`src/rtl/poly_derivative_sequencer_if.sv`:
```
// Term-in / derivative-out stream bundle for the polynomial derivative sequencer.
// slave is the sequencer's view; master is the producer/consumer side driving it.
interface poly_derivative_sequencer_if #(
  parameter int CW = 4,
  parameter int EW = 4
);
  logic             clear;
  logic             in_valid;
  logic             in_ready;
  logic [CW-1:0]    in_coef;
  logic [EW-1:0]    in_exp;
  logic             in_last;
  logic             out_valid;
  logic             out_ready;
  logic [CW+EW-1:0] out_coef;
  logic [EW-1:0]    out_exp;
  logic             out_last;
  logic             busy;

  modport master (
    output clear, in_valid, in_coef, in_exp, in_last, out_ready,
    input  in_ready, out_valid, out_coef, out_exp, out_last, busy
  );

  modport slave (
    input  clear, in_valid, in_coef, in_exp, in_last, out_ready,
    output in_ready, out_valid, out_coef, out_exp, out_last, busy
  );
endinterface

```
`src/rtl/poly_derivative_sequencer.sv`:
```
// Buffers up to N_TERMS (coef,exp) terms, then emits power-rule derivatives in input order.
// First output 1+leading-dropped cycles after last input; output held until out_ready, input stalled meanwhile.
module poly_derivative_sequencer #(
  parameter int N_TERMS = 4,
  parameter int CW      = 4,
  parameter int EW      = 4
) (
  input  logic                        clk,
  input  logic                        rst,
  poly_derivative_sequencer_if.slave  bus
);

  localparam int IW   = (N_TERMS > 1) ? $clog2(N_TERMS) : 1;
  localparam int CNTW = $clog2(N_TERMS + 1);
  localparam int OW   = CW + EW;

  typedef enum logic [1:0] {ST_LOAD, ST_SCAN, ST_EMIT} state_t;

  state_t              state_q, state_d;
  logic [CNTW-1:0]     count_q, count_d;
  logic [IW-1:0]       idx_q, idx_d;
  logic [N_TERMS-1:0]  nz_q, nz_d;
  logic [CW-1:0]       coef_q [N_TERMS];
  logic [CW-1:0]       coef_d [N_TERMS];
  logic [EW-1:0]       exp_q  [N_TERMS];
  logic [EW-1:0]       exp_d  [N_TERMS];
  logic [OW-1:0]       ocoef_q, ocoef_d;
  logic [EW-1:0]       oexp_q, oexp_d;
  logic                olast_q, olast_d;
  logic [IW-1:0]       last_nz;
  logic [IW-1:0]       wr_idx;

  assign wr_idx       = count_q[IW-1:0];
  assign bus.in_ready  = (state_q == ST_LOAD);
  assign bus.out_valid = (state_q == ST_EMIT);
  assign bus.busy      = (state_q == ST_SCAN) || (state_q == ST_EMIT);
  assign bus.out_coef  = ocoef_q;
  assign bus.out_exp   = oexp_q;
  assign bus.out_last  = olast_q;

  // Highest surviving term index; that term carries out_last.
  always_comb begin
    last_nz = '0;
    for (int i = 0; i < N_TERMS; i++) begin
      if (nz_q[i]) last_nz = IW'(i);
    end
  end

  always_comb begin
    state_d = state_q;
    count_d = count_q;
    idx_d   = idx_q;
    nz_d    = nz_q;
    coef_d  = coef_q;
    exp_d   = exp_q;
    ocoef_d = ocoef_q;
    oexp_d  = oexp_q;
    olast_d = olast_q;

    if (bus.clear) begin
      state_d = ST_LOAD;
      count_d = '0;
      idx_d   = '0;
      nz_d    = '0;
      ocoef_d = '0;
      oexp_d  = '0;
      olast_d = 1'b0;
    end else begin
      case (state_q)
        ST_LOAD: begin
          if (bus.in_valid) begin
            coef_d[wr_idx] = bus.in_coef;
            exp_d[wr_idx]  = bus.in_exp;
            nz_d[wr_idx]   = (bus.in_coef != '0) && (bus.in_exp != '0);
            count_d        = count_q + CNTW'(1);
            if (bus.in_last || (count_d == CNTW'(N_TERMS))) begin
              state_d = ST_SCAN;
              idx_d   = '0;
            end
          end
        end
        ST_SCAN: begin
          if (nz_q[idx_q]) begin
            ocoef_d = OW'(coef_q[idx_q]) * OW'(exp_q[idx_q]);
            oexp_d  = exp_q[idx_q] - EW'(1);
            olast_d = (idx_q == last_nz);
            state_d = ST_EMIT;
          end else if ((CNTW'(idx_q) + CNTW'(1)) == count_q) begin
            if (nz_q == '0) begin
              ocoef_d = '0;
              oexp_d  = '0;
              olast_d = 1'b1;
              state_d = ST_EMIT;
            end else begin
              // Cannot occur: a surviving term past idx would have been found first.
              state_d = ST_LOAD;
              count_d = '0;
              idx_d   = '0;
              nz_d    = '0;
            end
          end else begin
            idx_d = idx_q + IW'(1);
          end
        end
        ST_EMIT: begin
          if (bus.out_ready) begin
            if (olast_q) begin
              state_d = ST_LOAD;
              count_d = '0;
              idx_d   = '0;
              nz_d    = '0;
            end else begin
              idx_d   = idx_q + IW'(1);
              state_d = ST_SCAN;
            end
          end
        end
        default: state_d = ST_LOAD;
      endcase
    end
  end

  always_ff @(posedge clk or posedge rst) begin
    if (rst) begin
      state_q <= ST_LOAD;
      count_q <= '0;
      idx_q   <= '0;
      nz_q    <= '0;
      ocoef_q <= '0;
      oexp_q  <= '0;
      olast_q <= 1'b0;
      for (int i = 0; i < N_TERMS; i++) begin
        coef_q[i] <= '0;
        exp_q[i]  <= '0;
      end
    end else begin
      state_q <= state_d;
      count_q <= count_d;
      idx_q   <= idx_d;
      nz_q    <= nz_d;
      ocoef_q <= ocoef_d;
      oexp_q  <= oexp_d;
      olast_q <= olast_d;
      coef_q  <= coef_d;
      exp_q   <= exp_d;
    end
  end

endmodule

```
`src/flat_wrapper.sv`:
```
// flat-port wrapper written by rule: the top's interface ports become plain ports
module poly_derivative_sequencer_flat 
#(
  parameter int N_TERMS = 4,
  parameter int CW      = 4,
  parameter int EW      = 4
)
  (clk, rst, bus_clear, bus_in_valid, bus_in_coef, bus_in_exp, bus_in_last, bus_out_ready, bus_in_ready, bus_out_valid, bus_out_coef, bus_out_exp, bus_out_last, bus_busy);
  poly_derivative_sequencer_if #(.CW(CW), .EW(EW)) bus_i ();
  input  logic clk;
  input  logic rst;
  input wire logic [$bits(bus_i.clear)-1:0] bus_clear;
  input wire logic [$bits(bus_i.in_valid)-1:0] bus_in_valid;
  input wire logic [$bits(bus_i.in_coef)-1:0] bus_in_coef;
  input wire logic [$bits(bus_i.in_exp)-1:0] bus_in_exp;
  input wire logic [$bits(bus_i.in_last)-1:0] bus_in_last;
  input wire logic [$bits(bus_i.out_ready)-1:0] bus_out_ready;
  output wire logic [$bits(bus_i.in_ready)-1:0] bus_in_ready;
  output wire logic [$bits(bus_i.out_valid)-1:0] bus_out_valid;
  output wire logic [$bits(bus_i.out_coef)-1:0] bus_out_coef;
  output wire logic [$bits(bus_i.out_exp)-1:0] bus_out_exp;
  output wire logic [$bits(bus_i.out_last)-1:0] bus_out_last;
  output wire logic [$bits(bus_i.busy)-1:0] bus_busy;
  assign bus_i.clear = bus_clear;
  assign bus_i.in_valid = bus_in_valid;
  assign bus_i.in_coef = bus_in_coef;
  assign bus_i.in_exp = bus_in_exp;
  assign bus_i.in_last = bus_in_last;
  assign bus_i.out_ready = bus_out_ready;
  assign bus_in_ready = bus_i.in_ready;
  assign bus_out_valid = bus_i.out_valid;
  assign bus_out_coef = bus_i.out_coef;
  assign bus_out_exp = bus_i.out_exp;
  assign bus_out_last = bus_i.out_last;
  assign bus_busy = bus_i.busy;
  poly_derivative_sequencer #(.N_TERMS(N_TERMS), .CW(CW), .EW(EW)) u_core (.clk(clk), .rst(rst), .bus(bus_i));
endmodule
```
`config.mk`:
```
export PLATFORM = sky130hd
export DESIGN_NAME = poly_derivative_sequencer_flat
export DESIGN_NICKNAME = d
export VERILOG_FILES = /design/src/rtl/poly_derivative_sequencer_if.sv /design/src/rtl/poly_derivative_sequencer.sv /design/src/flat_wrapper.sv
export SDC_FILE = /design/constraint.sdc
export NUM_CORES = 1
export LEC_CHECK = 0
export ABC_AREA = 1
export BUFFER_PORTS_ARGS = -buffer_cell sky130_fd_sc_hd__buf_4
export CAP_MARGIN = 30
export CELL_PAD_IN_SITES_DETAIL_PLACEMENT = 1
export CELL_PAD_IN_SITES_GLOBAL_PLACEMENT = 1
export CORE_ASPECT_RATIO = 0.7
export CORE_UTILIZATION = 30
export DETAILED_ROUTE_END_ITERATION = 7
export PLACE_DENSITY_LB_ADDON = 0.08
export SYNTH_ARGS = -nofsm -noshare
export SYNTH_HDL_FRONTEND = slang
export SYNTH_SLANG_ARGS = --single-unit
```
`constraint.sdc`:
```
create_clock -name clk -period 7.7 [get_ports clk]
set_input_delay 1.54 -clock clk [delete_from_list [all_inputs] [get_ports clk]]
set_output_delay 1.54 -clock clk [all_outputs]
set_load 0.02 [all_outputs]
```
==> results of run 1 <==
-- cell usage in the layout, fill, tap and decap left out, drive strengths merged --
| cell | Yosys | final |
|---|---|---|
| o211ai | 2 | 2 |
| clkinv | 0 | 1 |
| or2 | 1 | 1 |
| nand3 | 32 | 32 |
| fa | 4 | 4 |
| xor2 | 5 | 5 |
| a21oi | 9 | 9 |
| a32o | 1 | 1 |
| xnor2 | 3 | 3 |
| o21ai | 50 | 50 |
| buf | 11 | 30 |
| clkinvlp | 0 | 1 |
| ha | 23 | 23 |
| inv | 51 | 52 |
| nor2 | 28 | 28 |
| nand2 | 145 | 145 |
| dfrtp | 56 | 56 |
| clkbuf | 0 | 5 |
| nand4 | 9 | 9 |
| a31oi | 1 | 1 |
| a32oi | 2 | 2 |
-- routing by layer --
layer	global-route usage	up-vias	share of wire
met5	0	-	0
met4	0.04693	0	0.011
met3	0.02859	7	0.025
met2	0.2227	30	0.39
met1	0.2628	1356	0.58
li1	-	1441	-
-- logic make-up after synthesis --
group	Yosys count	share of synthesized area
simple gates	215	0.2853
xor+xnor	8	0.02222
fa+ha+maj	27	0.1054
compound gates	65	0.1018
flops	56	0.4014
buf+inv	62	0.08387
-- worst max-delay path by stage --
stage,endpoint,cells past startpoint
floorplan,u_core.bus.out_coef[6],13
global placement,u_core.bus.out_coef[6],11
detailed placement,u_core.bus.out_coef[6],11
CTS,u_core.bus.out_coef[6],11
global route,u_core.bus.out_coef[6],11
finish,u_core.bus.out_coef[6],11
-- through the flow --
step	worst slack (ps)	instances	hold slack (ps)
after floorplan	4327	433	452.9
after global routing	3575	613	517.3
final	3921	613	482.9
after global placement	3984	605	457.3
after CTS	3854	613	489.2
after detailed placement	3856	605	472.1
-- layout make-up --
type                    instances  share of cell area
clock inverters                 3            0.005368
flip-flops and latches         56              0.3536
repair buffers                 30             0.05684
well taps                     153             0.04831
inverters                      51             0.05084
multi-input cells             315              0.4534
clock buffers                   5             0.03158
-- critical path: stages, from the launching register on --
cell,delay (ps)
dfrtp_1,970
nand2_1,120
a32oi_1,300
nand3_1,150
fa_1,540
inv_1,60
fa_1,560
inv_1,60
fa_1,450
o21ai_0,220
xnor2_1,140
o21ai_0,90
-- registers in the layout, indices dropped and copies added, names as in the netlist --
signal               cells
u_core.coef_q           16
u_core.exp_q            16
u_core.bus.out_coef      8
u_core.bus.out_exp       4
u_core.nz_q              4
u_core.count_q           3
u_core.idx_q             2
u_core.state_q           2
u_core.bus.out_last      1
-- where the power goes --
group	leakage [nW]	total (mW)	internal (mW)	switching (mW)
sequential	0.744	0.491	0.396	0.0951
combinational	1.18	0.723	0.260	0.463
clock	0.0702	0.238	0.122	0.116
total	1.99	1.45	0.777	0.674
==> reports/results.txt, run 1 <==
Final Skew - 3.886 ps
GRT overflow - 0
sequential area share after synthesis - 0.4014
IO Count - 30
syn nets - 474
CP startpoint - u_core.idx_q[0]
initial core utilization - 0.3125
Post-synth ARST share - 1.000
r2r worst-path depth - 11
setup violators final - 0
mapped cell area - 3491 um^2
clk sinks - 56
Synth Flop Type - dfrtp_1
number of global-route vias before repair - 2828
die extent in y - 92.25 um
first-pass GRT wire length - 15100 um
final weighted congestion in routability-driven placement - 0.7275
flops & latches, synth - 56
Crit Path Class - flop to flop
number of buffers created by CTS - 5
Worst Path Required - 7880 ps
Max-Cap Viols - 0
crit path max fanout - 26
final instance area - 3963 um^2
Area growth syn-to-layout - 13.51%
clock buffer depth - 2
Die Width - 130.9 um
Tot GR Track Use - 0.1656
Arr. time, crit path - 3960 ps
Pwr Density - 366.2 nW/um^2
Yosys warning count - 0
Slew HR - 0.3692
Placement Cell Area - 3816 um^2
Post-synth top cells - 138 x nand2_1, 56 x dfrtp_1, 45 x inv_1
final slew viol count - 0
Peak Freq - 0.2646 GHz
Clock transition at path regs - 70 ps
Vias/cell - 4.623
crit share post-route - 0.4908
Worst Max-Slew Pin Slew - 946.2 ps
ranking of synthesized cells by area - dfrtp_1 40%, nand2_1 15%, ha_1 8.2%, o21ai_0 4.9%, inv_1 4.8%
fillcell total - 1364
Synth top area share - 0.4014
CTS resizes - 0
CTS H-tree lvls - 2
Peak VDD IR - 110.8 uV
drt pass-1 iters - 4
Crit. End Element - flop
r2r startpoint - u_core.idx_q[0]
cell depth of the worst hold path - 2
root buf cell - clkbuf_16
routed length per instance - 14.62 um
Startpoint Class - flop
CORE AREA - 11170 um^2
register area - 1401 um^2
n_diodes - 0
Core Util, Final - 0.3547
Hold Path End - u_core.bus.out_coef[2]
final-report hold violation count - 0
Iter 0 DRT Violations - 139
share of cells above drive strength 1 - 0.1522
total die area - 12080 um^2
Total Power - 1.451 mW
Layout Nets - 500
largest net degree at the start of global routing - 57
final setup TNS - 0 ps
leading area contributor after synthesis - dfrtp_1
DP HPWL - 6879 um
Reg-to-Reg End - u_core.bus.out_coef[6]
distinct cell type count after synthesis - 32
Post-CTS Hold Fix Bufs - 0
row cnt - 32
RSZ-0062 raised after global routing - no
Vias - 2834
Hold Crit Class - flop to flop
Pleak - 1.992 nW
total DRC errors in the routed layout - 0
cell count after synthesis - 433
fin crit period - 3779 ps
WL final - 8961 um
initial antenna violation count - 0
area occupied by multi-input gates - 1797 um^2
Syn Area/Cell - 8.062 um^2
most common cell in the netlist - nand2_1
clock latency on the worst-skew pair - 300 ps
status - completed
number of enable flip-flop cells after synthesis - 0
CTS tree - built
Worst Hold Launch - u_core.bus.out_coef[2]
Port Buffers - 29
r2r setup slk - 3920 ps
Post CTS Setup Buffer Count - 0
post-route ant nets - 0
Power figures use the tool's default switching activity.
==> run 2, diff against run 1 <==
==> constraint.sdc (replaced) <==
create_clock -name clk -period 3 [get_ports clk]
set_input_delay 0.6 -clock clk [delete_from_list [all_inputs] [get_ports clk]]
set_output_delay 0.6 -clock clk [all_outputs]
set_load 0.02 [all_outputs]
==> run 2 against run 1 <==
Effect of this change:
- the run now ends with negative setup slack left
- critical endpoint unchanged
- critical path type unchanged
- sequential share of layout area shrank 2.6 points
- sequential power grew to 2.5 times the previous value
- combinational power grew to 3.1 times the previous value
- setup slack lost 4000 ps
- first-iteration DRC count shrank 5.0%
- clock-buffer cell count grew 1
- core utilization grew 2.9 points
- critical path depth grew 2
- die area is the same
- hold slack lost 120 ps
- largest cell class unchanged
==> reports/results.txt, run 2 (synthesis results as in run 1) <==
status - finished with violations
failing checks - negative setup slack
Tot GR Track Use - 0.1709
final weighted congestion in routability-driven placement - 0.7375
GRT overflow - 0
Vias/cell - 4.603
setup violators final - 2
share of cells above drive strength 1 - 0.2261
Pwr Density - 982.5 nW/um^2
first-pass GRT wire length - 15840 um
routed length per instance - 14.86 um
clock latency on the worst-skew pair - 300 ps
initial core utilization - 0.3125
Area growth syn-to-layout - 22.76%
post-route ant nets - 0
clock buffer depth - 2
Worst Path Required - 3190 ps
Pleak - 2.127 nW
total die area - 12080 um^2
Clock transition at path regs - 80 ps
Layout Cells excl Fill - 635
largest net degree at the start of global routing - 57
initial antenna violation count - 0
Worst Max-Slew Pin Slew - 574.0 ps
Post-Place Cells - 622
DP HPWL - 7162 um
number of global-route vias before repair - 3019
most common cell after layout, fill and taps aside - nand2_1
Iter 0 DRT Violations - 132
Crit Path Class - flop to flop
row cnt - 32
CTS tree - built
Die Width - 130.9 um
Final WS setup - -76.04 ps
die extent in y - 92.25 um
total DRC errors in the routed layout - 0
CP max stage cell - fa_1
CORE AREA - 11170 um^2
Startpoint Class - flop
clk sinks - 56
crit-path cells - buf_12 -> clkinv_8 -> nand2_4 -> a32oi_2 -> nand3_2 -> fa_1 -> inv_2 -> fa_2 -> inv_2 -> fa_2 -> o21ai_2 -> xnor2_1 -> o21ai_1
Max stage delay on crit path - 580 ps
drt pass-1 iters - 4
Layout Nets - 522
Hold Crit Class - input port to asynchronous set/reset pin
crit path max fanout - 7
Peak VDD IR - 282.8 uV
Placement Cell Area - 3979 um^2
IO Count - 30
Post-CTS Hold Fix Bufs - 0
Peak Freq - 0.3251 GHz
final slew viol count - 0
WL final - 9437 um
Vias - 2923
CTS H-tree lvls - 2
Port Buffers - 29
final instance area - 4285 um^2
fin crit period - 3076 ps
crit share post-route - 1.025
Arr. time, crit path - 3270 ps
Slew HR - 0.6164
Final Skew - 6.142 ps
number of buffers created by CTS - 5
most frequent cells in the layout - 135 x nand2_1, 55 x dfrtp_1, 48 x buf_4, 42 x inv_1, 31 x o21ai_0
root buf cell - clkbuf_16
final-report hold violation count - 0
Max-Cap Viols - 0
n_diodes - 0
RSZ-0062 raised after global routing - yes
Crit. End Element - flop
## run 2: stage by stage
step / total power [mW] / TNS (ps) / hold WS [ps] / util / setup WS [ps]
after floorplan: 2.647 / 0 / 452.9 / - / 1.438
after CTS: 4.147 / -53.09 / 374.2 / 0.3767 / -53.09
after global routing: 4.595 / -808.7 / 378.8 / 0.3836 / -236.5
after detailed placement: 3.336 / -298.6 / 466.1 / 0.3562 / -105.0
final: 4.210 / -76.96 / 360.4 / 0.3836 / -76.04
after global placement: 3.299 / -10.21 / 458.4 / 0.3562 / -10.21
## run 2: path summary, 6_finish.rpt
kind / to / cells past startpoint / from / slack, ps
max: u_core.bus.out_coef[6] / 13 / u_core.idx_q[0] / -80
min: u_core.exp_q[8] / 3 / rst / 360
max reg2reg: u_core.bus.out_coef[6] / 13 / u_core.idx_q[0] / -80
min reg2reg: u_core.bus.out_coef[0] / 2 / u_core.bus.out_coef[0] / 480
max in group asynchronous: u_core.idx_q[0] / 3 / rst / 2370
min in group clk: u_core.bus.out_coef[0] / 2 / u_core.bus.out_coef[0] / 480
## run 2: layer usage
metal	wire (um)	vias to the layer above	GRT usage
met5	0	-	0
li1	-	1481	-
met2	3818	32	0.2447
met3	242	5	0.03267
met1	5333	1405	0.2645
met4	42	0	0.02682
## run 2: timing repair
action / 4_1_cts / 5_1_grt
endpoints found under the setup margin: 4 / 5
buffers inserted: 2 / 2
pin swaps: 3 / 4
resized for setup: 8 / 10
gates cloned: 0 / 1
hold endpoints to repair: 0 / 0
## run 2: final cells by class
type	count	area [um^2]
inverter	51	206.4
clock inverter	2	38.79
multi-input combinational	315	1881
sequential	56	1403
timing repair buffer	52	436.7
clock buffer	6	128.9
tap	153	191.4
fill	1345	6885
## run 2: power breakdown
part | leakage, nW | internal [mW] | switching (mW)
sequential | 0.743 | 1.02 | 0.223
clock | 0.0815 | 0.399 | 0.301
combinational | 1.30 | 0.941 | 1.33
total | 2.13 | 2.36 | 1.85
## run 2: worst max-delay path, delay by kind of cell, from the launching register on
| kind | cells | cell delay, ps |
|---|---|---|
| XOR/XNOR | 1 | 130 |
| AND/OR/NAND/NOR | 2 | 170 |
| adder cells (fa/ha/maj) | 3 | 1480 |
| buffers and inverters | 4 | 310 |
| flip-flops | 1 | 450 |
| AO/OA/AOI/OAI | 3 | 430 |
==> run 3, diff against run 2 <==
--- a/config.mk
+++ b/config.mk
@@ -5,7 +5,6 @@
 export SDC_FILE = /design/constraint.sdc
 export NUM_CORES = 1
 export LEC_CHECK = 0
-export ABC_AREA = 1
 export BUFFER_PORTS_ARGS = -buffer_cell sky130_fd_sc_hd__buf_4
 export CAP_MARGIN = 30
 export CELL_PAD_IN_SITES_DETAIL_PLACEMENT = 1
@@ -13,6 +12,7 @@
 export CORE_ASPECT_RATIO = 0.7
 export CORE_UTILIZATION = 30
 export DETAILED_ROUTE_END_ITERATION = 7
+export GPL_TIMING_DRIVEN = 0
 export PLACE_DENSITY_LB_ADDON = 0.08
 export SYNTH_ARGS = -nofsm -noshare
 export SYNTH_HDL_FRONTEND = slang
==> run 3 against run 2 <==
Effect of this change:
- the run ends with design-rule violations, negative setup slack left
- synthesized cell count fell by 40%
- critical path type unchanged
- sequential share of layout area rose by 2.8 points
- cell area fell by 7.8%
- sequential cell count did not move
==> reports/results.txt, run 3 <==
status - finished with violations
syn nets - 301
final-report hold violation count - 0
root buf cell - clkbuf_16
GRT overflow - 0
r2r worst-path depth - 13
area occupied by multi-input gates - 1767 um^2
Worst Path Required - 3190 ps
fillcell total - 1097
Crit. End Element - flop
CP max stage cell - fa_2
mapped cell area - 3206 um^2
clock buffer depth - 2
Startpoint Class - flop
drt pass-1 iters - 6
die extent in y - 88.49 um
Iter 0 DRT Violations - 102
Layout Cells excl Fill - 441
Final Skew - 7.397 ps
DP HPWL - 5834 um
initial core utilization - 0.3095
WL final - 8045 um
Vias/cell - 5.050
Slew HR - 0.4992
routed length per instance - 18.24 um
Die Width - 125.6 um
Pleak - 1.826 nW
Post-Place Cells - 422
Synth top area share - 0.4372
number of global-route vias before repair - 2242
number of buffers created by CTS - 5
total die area - 11110 um^2
Post-synth top cells - 56 x dfrtp_1, 34 x mux2_2, 23 x ha_1
flops & latches, synth - 56
setup violators final - 5
Syn Area/Cell - 12.33 um^2
Peak VDD IR - 392.7 uV
Core Util, Final - 0.3814
clock latency on the worst-skew pair - 300 ps
final slew viol count - 0
crit-path cells - buf_6 -> clkbuf_16 -> mux4_2 -> nand2_2 -> fa_1 -> inv_2 -> fa_2 -> ha_4 -> a211oi_2 -> o21bai_1 -> a21oi_1 -> xnor2_1 -> a22o_1
clk sinks - 56
Tot GR Track Use - 0.1563
n_diodes - 0
Pwr Density - 1158 nW/um^2
row cnt - 31
cell count after synthesis - 260
post-route ant nets - 0
Crit Path Class - flop to flop
Arr. time, crit path - 3560 ps
Max-Cap Viols - 0
Max stage delay on crit path - 560 ps
leading area contributor after synthesis - dfrtp_1
fin crit period - 3367 ps
initial antenna violation count - 0
Final WS setup - -367.1 ps
Synth Flop Type - dfrtp_1
Area growth syn-to-layout - 23.22%
r2r setup slk - -370 ps
IO Count - 30
share of cells above drive strength 1 - 0.3689
largest net degree at the start of global routing - 33
number of enable flip-flop cells after synthesis - 0
Worst Max-Slew Pin Slew - 750.1 ps
Clock transition at path regs - 80 ps
register area - 1403 um^2
RSZ-0062 raised after global routing - yes
final weighted congestion in routability-driven placement - 0.7052
crit share post-route - 1.122
total DRC errors in the routed layout - 3
Peak Freq - 0.2970 GHz
ranking of synthesized cells by area - dfrtp_1 44%, mux2_2 12%, ha_1 9.0%, mux4_2 6.3%, a22o_1 3.6%
CTS tree - built
most common cell after layout, fill and taps aside - dfrtp_1
CP startpoint - u_core.idx_q[0]
CORE AREA - 10360 um^2
sequential area share after synthesis - 0.4372
most common cell in the netlist - dfrtp_1
Yosys warning count - 0
Vias - 2227
r2r startpoint - u_core.idx_q[0]
most frequent cells in the layout - 55 x dfrtp_1, 39 x buf_4, 34 x mux2_2, 21 x ha_1
crit path capture - u_core.bus.out_coef[7]
Layout Nets - 349
failing checks - design-rule violations, negative setup slack
Hold Crit Class - input port to asynchronous set/reset pin
first-pass GRT wire length - 12990 um
CTS H-tree lvls - 2
Post-synth ARST share - 1.000
Port Buffers - 29
Reg-to-Reg End - u_core.bus.out_coef[7]
distinct cell type count after synthesis - 45
crit path max fanout - 6
==> run 3: cell types whose count changed after synthesis, moves of 15 or more <==
cell,change
inv_1,-30
mux2_2,+34
nand2_1,-128
nand3_1,-22
nor2_1,-15
o21ai_0,-28
==> run 3: worst max-delay path: cells and delay by family (launching register included) <==
kind | cells | cell delay, ps
DFF | 1 | 400
and+or+nand+nor | 1 | 70
adders and majority gates | 3 | 1320
xor gates and xnor gates | 1 | 110
AOI/OAI and AO/OA | 4 | 620
buffers and inverters | 3 | 340
muxes | 1 | 410
==> run 3: what timing repair did <==
item                                    4_1_cts  5_1_grt
gates resized for setup                      10        3
pin swaps                                     2        2
endpoints found under the setup margin        5        5
buffers inserted                              9        2
hold buffers                                  0        0
==> run 3: cells by family after synthesis <==
group / count (synthesis) / synth area share
simple gates: 56 / 0.1023
mux: 45 / 0.1889
fa+ha+maj: 27 / 0.1148
compound gates: 45 / 0.1038
flops: 56 / 0.4372
xor+xnor: 9 / 0.02459
buf+inv: 22 / 0.02849
==> run 3: where the power goes <==
part           switching [mW]  leakage (nW)  total [mW]  internal, mW
Clock                   0.295        0.0815       0.694         0.399
Combinational            1.34          1.01        2.66          1.32
Sequential              0.183         0.731        1.22          1.04
Total                    1.82          1.83        4.57          2.75
==> run 3: layout make-up <==
cell class,instances,area share
clock buffers,6,0.03263
repair buffers,41,0.08204
multi-input cells,182,0.4473
clock inverters,2,0.009819
flip-flops and latches,56,0.3551
well taps,132,0.04181
inverters,15,0.01425
plain buffers,7,0.01710
==> run 3: per-layer routing <==
layer,share of wire,track usage
met1,0.56,0.2377
met5,0,0
met2,0.41,0.2273
met4,0.0077,0.03326
met3,0.028,0.03083
==> run 3: worst min path at each step <==
stage | from | end | slack [ps] | cells after the start
after floorplan | u_core.coef_q[4] | u_core.coef_q[4] | 470 | 1
after global placement | u_core.bus.out_coef[3] | u_core.bus.out_coef[3] | 470 | 1
after detailed placement | u_core.bus.out_coef[3] | u_core.bus.out_coef[3] | 490 | 1
after CTS | rst | u_core.bus.out_exp[3] | 460 | 2
after global routing | rst | u_core.bus.out_exp[3] | 490 | 2
final | rst | u_core.bus.out_exp[3] | 430 | 2
==> run 3: metrics by stage <==
step | cell area (um^2) | setup slack (ps) | total power, mW | hold slack, ps | setup TNS [ps]
6_report | 3950 | -367.1 | 4.574 | 430.8 | -1247
5_1_grt | 3950 | -471.4 | 4.933 | 487.2 | -1784
4_1_cts | 3933 | -390.4 | 4.591 | 460.4 | -1343
3_5_place_dp | 3649 | -666.0 | 3.627 | 486.9 | -2243
3_3_place_gp | 3628 | -618.4 | 3.581 | 473.0 | -2060
2_1_floorplan | 3246 | -196.9 | 2.963 | 473.9 | -452.3
